File: config.mk
export PLATFORM = sky130hd
export DESIGN_NAME = banked_mat_ram
export DESIGN_NICKNAME = d
export VERILOG_FILES = /design/src/rtl/banked_mat_ram.sv
export SDC_FILE = /design/constraint.sdc
export NUM_CORES = 2
export LEC_CHECK = 0
export BUFFER_PORTS_ARGS = -buffer_cell sky130_fd_sc_hd__buf_2
export CORE_UTILIZATION = 45
export DETAILED_ROUTE_END_ITERATION = 8
export PLACE_DENSITY = 0.62
export REMOVE_ABC_BUFFERS = 1
export SLEW_MARGIN = 10
export SYNTH_ARGS = -nofsm -noshare
export SYNTH_HDL_FRONTEND = slang
export SYNTH_SLANG_ARGS = --single-unit
File: constraint.sdc
create_clock -name CLK -period 3.15 [get_ports CLK]
set_input_delay 0.315 -clock CLK [delete_from_list [all_inputs] [get_ports CLK]]
set_output_delay 0.315 -clock CLK [all_outputs]
set_load 0.05 [all_outputs]
File: src/rtl/banked_mat_ram.sv
// ---------------------------------------------------------------------------
// banked_mat_ram
//
// Banked matrix operand storage. Holds NUM_BANKS banks of 2**ADDR_LEN words
// each, with one synchronous write port and one registered read port. After
// reset, or after a clr pulse, a built-in clear engine zeroes one row of every
// bank per clock. The array is only accessible once that sweep has finished.
//
// Optional feature macro: MATRAM_BYPASS_EN
//   defined   - a same-cycle read and write to the same address returns
//               wr_data on Q (write-first forwarding)
//   undefined - a same-cycle read and write to the same address returns the
//               previously stored word (read-first)
//
// Ports:
//   CLK      in   rising-edge clock
//   RST_N    in   asynchronous active-low reset
//   wr_en    in   write strobe
//   wr_addr  in   {bank, row} write address
//   wr_data  in   write word
//   rd_en    in   read strobe
//   rd_addr  in   {bank, row} read address
//   clr      in   full-array clear request (single-cycle pulse)
//   Q        out  registered read data
//   Q_valid  out  Q was updated by a read accepted on the last edge
//   ready    out  array accessible (clear sweep finished)
// ---------------------------------------------------------------------------
module banked_mat_ram #(
  parameter int  ADDR_LEN  = 6,
  parameter int  DATA_LEN  = 8,
  parameter int  NUM_BANKS = 4,
  localparam int BANK_BITS = $clog2(NUM_BANKS)
) (
  input  logic                          CLK,
  input  logic                          RST_N,
  input  logic                          wr_en,
  input  logic [BANK_BITS+ADDR_LEN-1:0] wr_addr,
  input  logic [DATA_LEN-1:0]           wr_data,
  input  logic                          rd_en,
  input  logic [BANK_BITS+ADDR_LEN-1:0] rd_addr,
  input  logic                          clr,
  output logic [DATA_LEN-1:0]           Q,
  output logic                          Q_valid,
  output logic                          ready
);

  localparam int ROWS = 1 << ADDR_LEN;

  localparam logic ST_CLEAR = 1'b0;
  localparam logic ST_RUN   = 1'b1;

  logic                 state;
  logic [ADDR_LEN-1:0]  clr_cnt;

  logic [DATA_LEN-1:0]  mem [NUM_BANKS][ROWS];

  logic [BANK_BITS-1:0] wr_bank;
  logic [ADDR_LEN-1:0]  wr_row;
  logic [BANK_BITS-1:0] rd_bank;
  logic [ADDR_LEN-1:0]  rd_row;

  assign wr_bank = wr_addr[BANK_BITS+ADDR_LEN-1 -: BANK_BITS];
  assign wr_row  = wr_addr[ADDR_LEN-1:0];
  assign rd_bank = rd_addr[BANK_BITS+ADDR_LEN-1 -: BANK_BITS];
  assign rd_row  = rd_addr[ADDR_LEN-1:0];

  assign ready = (state == ST_RUN);

  // Clear sequencer. The row counter only advances while clearing and
  // naturally wraps back to 0 on the last row, so it is already at row 0
  // whenever a new clear sweep starts.
  always_ff @(posedge CLK or negedge RST_N) begin
    if (!RST_N) begin
      state   <= ST_CLEAR;
      clr_cnt <= '0;
    end else if (state == ST_CLEAR) begin
      clr_cnt <= clr_cnt + 1'b1;
      if (&clr_cnt) begin
        state <= ST_RUN;
      end
    end else if (clr) begin
      state <= ST_CLEAR;
    end
  end

  // Storage array, deliberately not reset. A write in the same cycle as a
  // clr request still lands here; the following sweep then erases it.
  always_ff @(posedge CLK) begin
    if (state == ST_CLEAR) begin
      for (int b = 0; b < NUM_BANKS; b++) begin
        mem[b[BANK_BITS-1:0]][clr_cnt] <= '0;
      end
    end else if (wr_en) begin
      mem[wr_bank][wr_row] <= wr_data;
    end
  end

  // Registered read port. Q holds across idle cycles and during a clear;
  // Q_valid marks only the cycle after an accepted read.
  always_ff @(posedge CLK or negedge RST_N) begin
    if (!RST_N) begin
      Q       <= '0;
      Q_valid <= 1'b0;
    end else begin
      Q_valid <= 1'b0;
      if ((state == ST_RUN) && rd_en) begin
        Q_valid <= 1'b1;
`ifdef MATRAM_BYPASS_EN
        if (wr_en && (wr_addr == rd_addr)) begin
          Q <= wr_data;
        end else begin
          Q <= mem[rd_bank][rd_row];
        end
`else
        Q <= mem[rd_bank][rd_row];
`endif
      end
    end
  end

endmodule

# After elaboration in Yosys (flattened, before gate mapping)
# Memory sizes are Yosys's and may differ from the RTL's.
# Index checks and enable logic that the tools add are counted.
[op_classes] n_addsub=1 muxes=18 bitwise_logic=3 n_reduce_logical=5 n_lt_le_gt_ge=5
[op_table] op="$mux W512" n=4
[op_table] op="$reduce_or A512 Y1" n=1
[op_table] op="$demux W8 S6" n=2
[op_table] op="$bmux W8 S6" n=1
[op_table] op="$mux W8" n=4
[op_table] op="$ge A7 B7 Y1 const B" n=3
[op_table] op="$not A6 Y7" n=3
[op_table] op="$lt A7 B1 Y1 const B" n=2
[op_table] op="$add A6 B1 Y6 const B" n=1
[op_table] op="$mux W1" n=6
[op_table] op="$reduce_and A6 Y1" n=1
[op_table] op="$logic_and A1 B1 Y1" n=3
[op_table] op="$mux W2" n=1
[word_totals] mem_count=1 mem_bits_rw=2048 register_bits=16
[mem_list] memory="mem" words=4 word_bits=512 read_ports=1 rd_clocked_by_memory_dff=0 write_ports=4 line="55" rtl="logic [DATA_LEN-1:0] mem [NUM_BANKS][ROWS];"

# Longest topological paths before layout
[logic_depth] word_depth=8 ltp_mapped=12

# Least setup slack after synthesis
# OpenSTA, ideal clock, no wires.
[synth_path] path_kind="reg-to-reg" startpoint="register state (netlist: ready)" endpoint="memory mem[3][0] (netlist bit) (data pin)" setup_ns=0.343 path_stages_with_launch=7 setup_slack_ns=0.380 path_buffers=3 arrival_ns=2.428 required_time_ns=2.807 cell_sequence="dfrtp_1 and2_1 clkbuf_1 nand2_1 clkbuf_1 clkbuf_1 inv_1"
[synth_lines] element="start: declaration" line="52" rtl="logic state;"
[synth_lines] element="start signal: assignment" line="74" rtl="state <= ST_CLEAR;"
[synth_lines] element="start signal: assignment" line="79" rtl="state <= ST_RUN;"
[synth_lines] element="start signal: assignment" line="82" rtl="state <= ST_CLEAR;"
[synth_lines] element="end: declaration" line="55"

# Final worst setup path
[layout_path] startpoint="register state (netlist: ready)" endpoint="register Q[6]"
[layout_between] elab_chain_len=1
[layout_rtl] element="$logic_and A1 B1 Y1" line="106" rtl="if ((state == ST_RUN) && rd_en) begin"
[layout_rtl] element="end signal: assignment" line="115" rtl="Q <= mem[rd_bank][rd_row];"
[layout_rtl] element="end: declaration" line="42" rtl="output logic [DATA_LEN-1:0] Q,"
# No other way between the ends.
# A chain may end at the register's enable or synchronous reset.

==> results.toml <==
[worst_setup_path]
path_class = "register to register"
path_common_cell = "buf_4"
cp_data_required_time_ps = 3940
path_cells = "buf_4 -> nand2_1 -> or2_2 -> buf_4 -> nor3_1 -> nand4_1 -> nor4_1 -> buf_4 -> a221o_1"
cp_slowest_cell = "nor3_1"
path_delay_family = "simple AND/OR/NAND/NOR gates"
critPathMaxStageDelay_ps = 770
cp_num_buf_inv = 3
critical_path.startpoint_type = "register"
critPathArrivalTime_ps = 3790
end_kind = "register"
worst-path-max-fanout = 12

[finish]
utilization_pct = 52.4
drive_gt1_share_pct = 19.8
area_growth_pct = 15.3
nNetsFinal = 6567
layout_commonest_cell = "edfxtp_1"
nFillCells = 16200
mostFrequentLayoutCells = "edfxtp_1 (2,048), nor2_1 (1,572), buf_4 (532), nand2_1 (528), mux2i_1 (385)"

[logic_synthesis]
synth_edf_count = 2048
synthFlopType = "edfxtp_1"
async_flop_share_pct = 0.775
synth_area_mm2 = 0.0890
yosys.area.top_type = "edfxtp_1"
synthDistinctLibCells = 68
postSynthCellCount = 6071
yosys_warnings = 0
yosysSeqAreaShare_pct = 69.5
synth-seq-cells = 2064
synth.top_cells.by_area = "edfxtp_1 (69%), mux4_2 (8.0%), nor2_1 (6.6%)"
yosys.area.top_type_share_pct = 69.1
avgSynthCellArea_um2 = 14.7

[global_route]
grt_usage_pct = 28.4
first_global_vias = 55900
grt_pass1_wl_um = 404000
overflow = 0
grt_antenna_before_repair = 16
grt_max_degree = 137

[sta]
period_minus_slack_ps = 3000
maxSlewHeadroom_pct = 23.9
final.hold.worst_slack_ps = 43.1
rsz0062_at_grt = "no"
tightest_slew_ps = 1130
setup_viol = 0
fin_worst_skew_ps = 45.2
hold_viol_final = 0
fmax_mhz = 333
report.final.slew_viol_count = 0
fin_crit_sh_pct = 95.2

[detailed_routing]
wire_per_inst_um = 30.3
via_count = 56900
wl_met3_um = 31700
dr.max_layer_used = "met5"
wirelength_um = 283000
ant_nets = 0
firstDrtPassIters = 6
wl_met1_um = 105000
viasPerCell = 6.10
wl_met2_um = 131000
drcViolationCount = 0
drt-initial-drc-count = 7550

[die]
start_util_pct = 45.5
die_height_um = 447
ios = 39
row_count = 162
dieWidth_um = 447
core_region_area_mm2 = 0.196
dieArea_mm2 = 0.200

[pwr]
p_leak_uw = 0.0328
p_switching_uw = 15900
power.internal_uw = 47600
vdd_drop_max_mv = 0.581
clockPowerShare_pct = 38.1
power.density_mw_per_mm2 = 619
swShare_pct = 25.1
pwr-share-comb_pct = 10.3
seq_power_share_pct = 51.6

[cts]
clk_path_buf_depth = 3
clk_pin_slew_ps = 70
cts_max_level = 4
clock_sinks = 2064
clock-root-buffer = "clkbuf_16"
cts_setup_buffers = 0
clock_latency_ps = 860
cts_tree = "yes"
numCtsBuffers = 208

[status]
outcome = "finished clean"

[placement]
dpl.hpwl_um = 184000
port_buffers = 38
gp_congestion = 0.968

[hold_path]
hold_class = "input port to register"

[flow_run]
timing.max_cap.violations = 0
## layout make-up
class,count,area [um^2],share of cell area [%]
antenna,1,2.50,0.00244
clock buffer,261,5460,5.32
clock inverter,122,1120,1.09
inverter,14,75.1,0.0732
multi-input combinational,3579,24600,24.0
sequential,2064,61900,60.3
tap,2624,3280,3.20
timing repair buffer,670,6170,6.01
## layer usage
metal  GRT usage, %  vias to the layer above
met3           6.46                      672
met2           44.5                     3494
met4           13.3                        6
li1               -                    23700
met1           37.5                    29000
met5              0                        -
## synth_stat cells (7+ instances only)
cell / count
mux4_2: 318
nor2b_1: 69
o22ai_1: 108
buf_4: 33
nand3_1: 23
nand4_1: 7
o21ai_1: 74
mux4_1: 17
nor2_1: 1574
nor3b_1: 7
clkbuf_1: 200
mux2_2: 8
a22oi_1: 19
dfrtp_1: 16
nand2b_1: 18
o221ai_1: 61
mux2i_1: 385
buf_12: 35
a211o_1: 13
buf_2: 60
buf_1: 50
inv_1: 12
buf_6: 26
a221oi_1: 39
edfxtp_1: 2048
a2111oi_0: 13
a211oi_1: 41
o221ai_2: 8
nor4_1: 13
nor3_1: 22
nand2_1: 537
o21ai_0: 47
a21oi_1: 78
buf_8: 10
## through the flow
stage | cells | TNS (ps) | setup WS [ps] | instance area, um^2 | power (uW)
floorplan | 5657 | - | -3340 | 86400 | 35900
global placement | 8944 | -2490 | -874 | 95900 | 39600
detailed placement | 8945 | -2070 | -588 | 95900 | 39700
CTS | 9334 | 0 | 62.6 | 103000 | 63500
global route | 9334 | 0 | 85.6 | 103000 | 65000
finish | 9335 | 0 | 150 | 103000 | 63500
## power by group through the flow
| stage | Combinational [uW] | Clock (uW) | Sequential [uW] |
|---|---|---|---|
| 2_1_floorplan | 2840 | 0 | 33100 |
| 3_3_place_gp | 6380 | 0 | 33200 |
| 3_5_place_dp | 6430 | 0 | 33300 |
| 4_1_cts | 6460 | 24300 | 32700 |
| 5_1_grt | 6780 | 25300 | 32900 |
| 6_report | 6560 | 24200 | 32800 |
## tightest hold or removal path, cell delays in order
cell,delay (ps)
buf_2,120
nand2_4,100
inv_4,140
## kinds of logic after synthesis
logic type	Yosys count	share of synthesized area, %
buffers and inverters	428	3.01
multiplexers	728	13.0
adder cells (fa/ha/maj)	1	0.0141
AND/OR/NAND/NOR	2308	10.3
AO/OA/AOI/OAI	538	4.12
XOR/XNOR	4	0.0394
flip-flops	2064	69.5
## registers in the layout (all words and copies together), names as in the netlist
register and cells:
Q 8, Q_valid 1, clr_cnt 6, mem 2048
ready 1
## timing repair
action / 4_1_cts / 5_1_grt
hold buffers: 6 / 0
endpoints found under the hold margin: 19 / 0
resized for setup: 0 / 4
endpoints found under the setup margin: 0 / 10
## path summary, 6_finish.rpt
check,start,end,slack (ps),cells after the start
max reg2reg,ready,Q[6],150,9
min in group asynchronous,RST_N,clr_cnt[0],490,4
max in group asynchronous,RST_N,ready,2490,4
min,wr_data[6],mem[3][158],40,3
min reg2reg,clr_cnt[4],clr_cnt[4],690,1
max,ready,Q[6],150,9
Note: power is estimated with default switching activity, not from simulation.
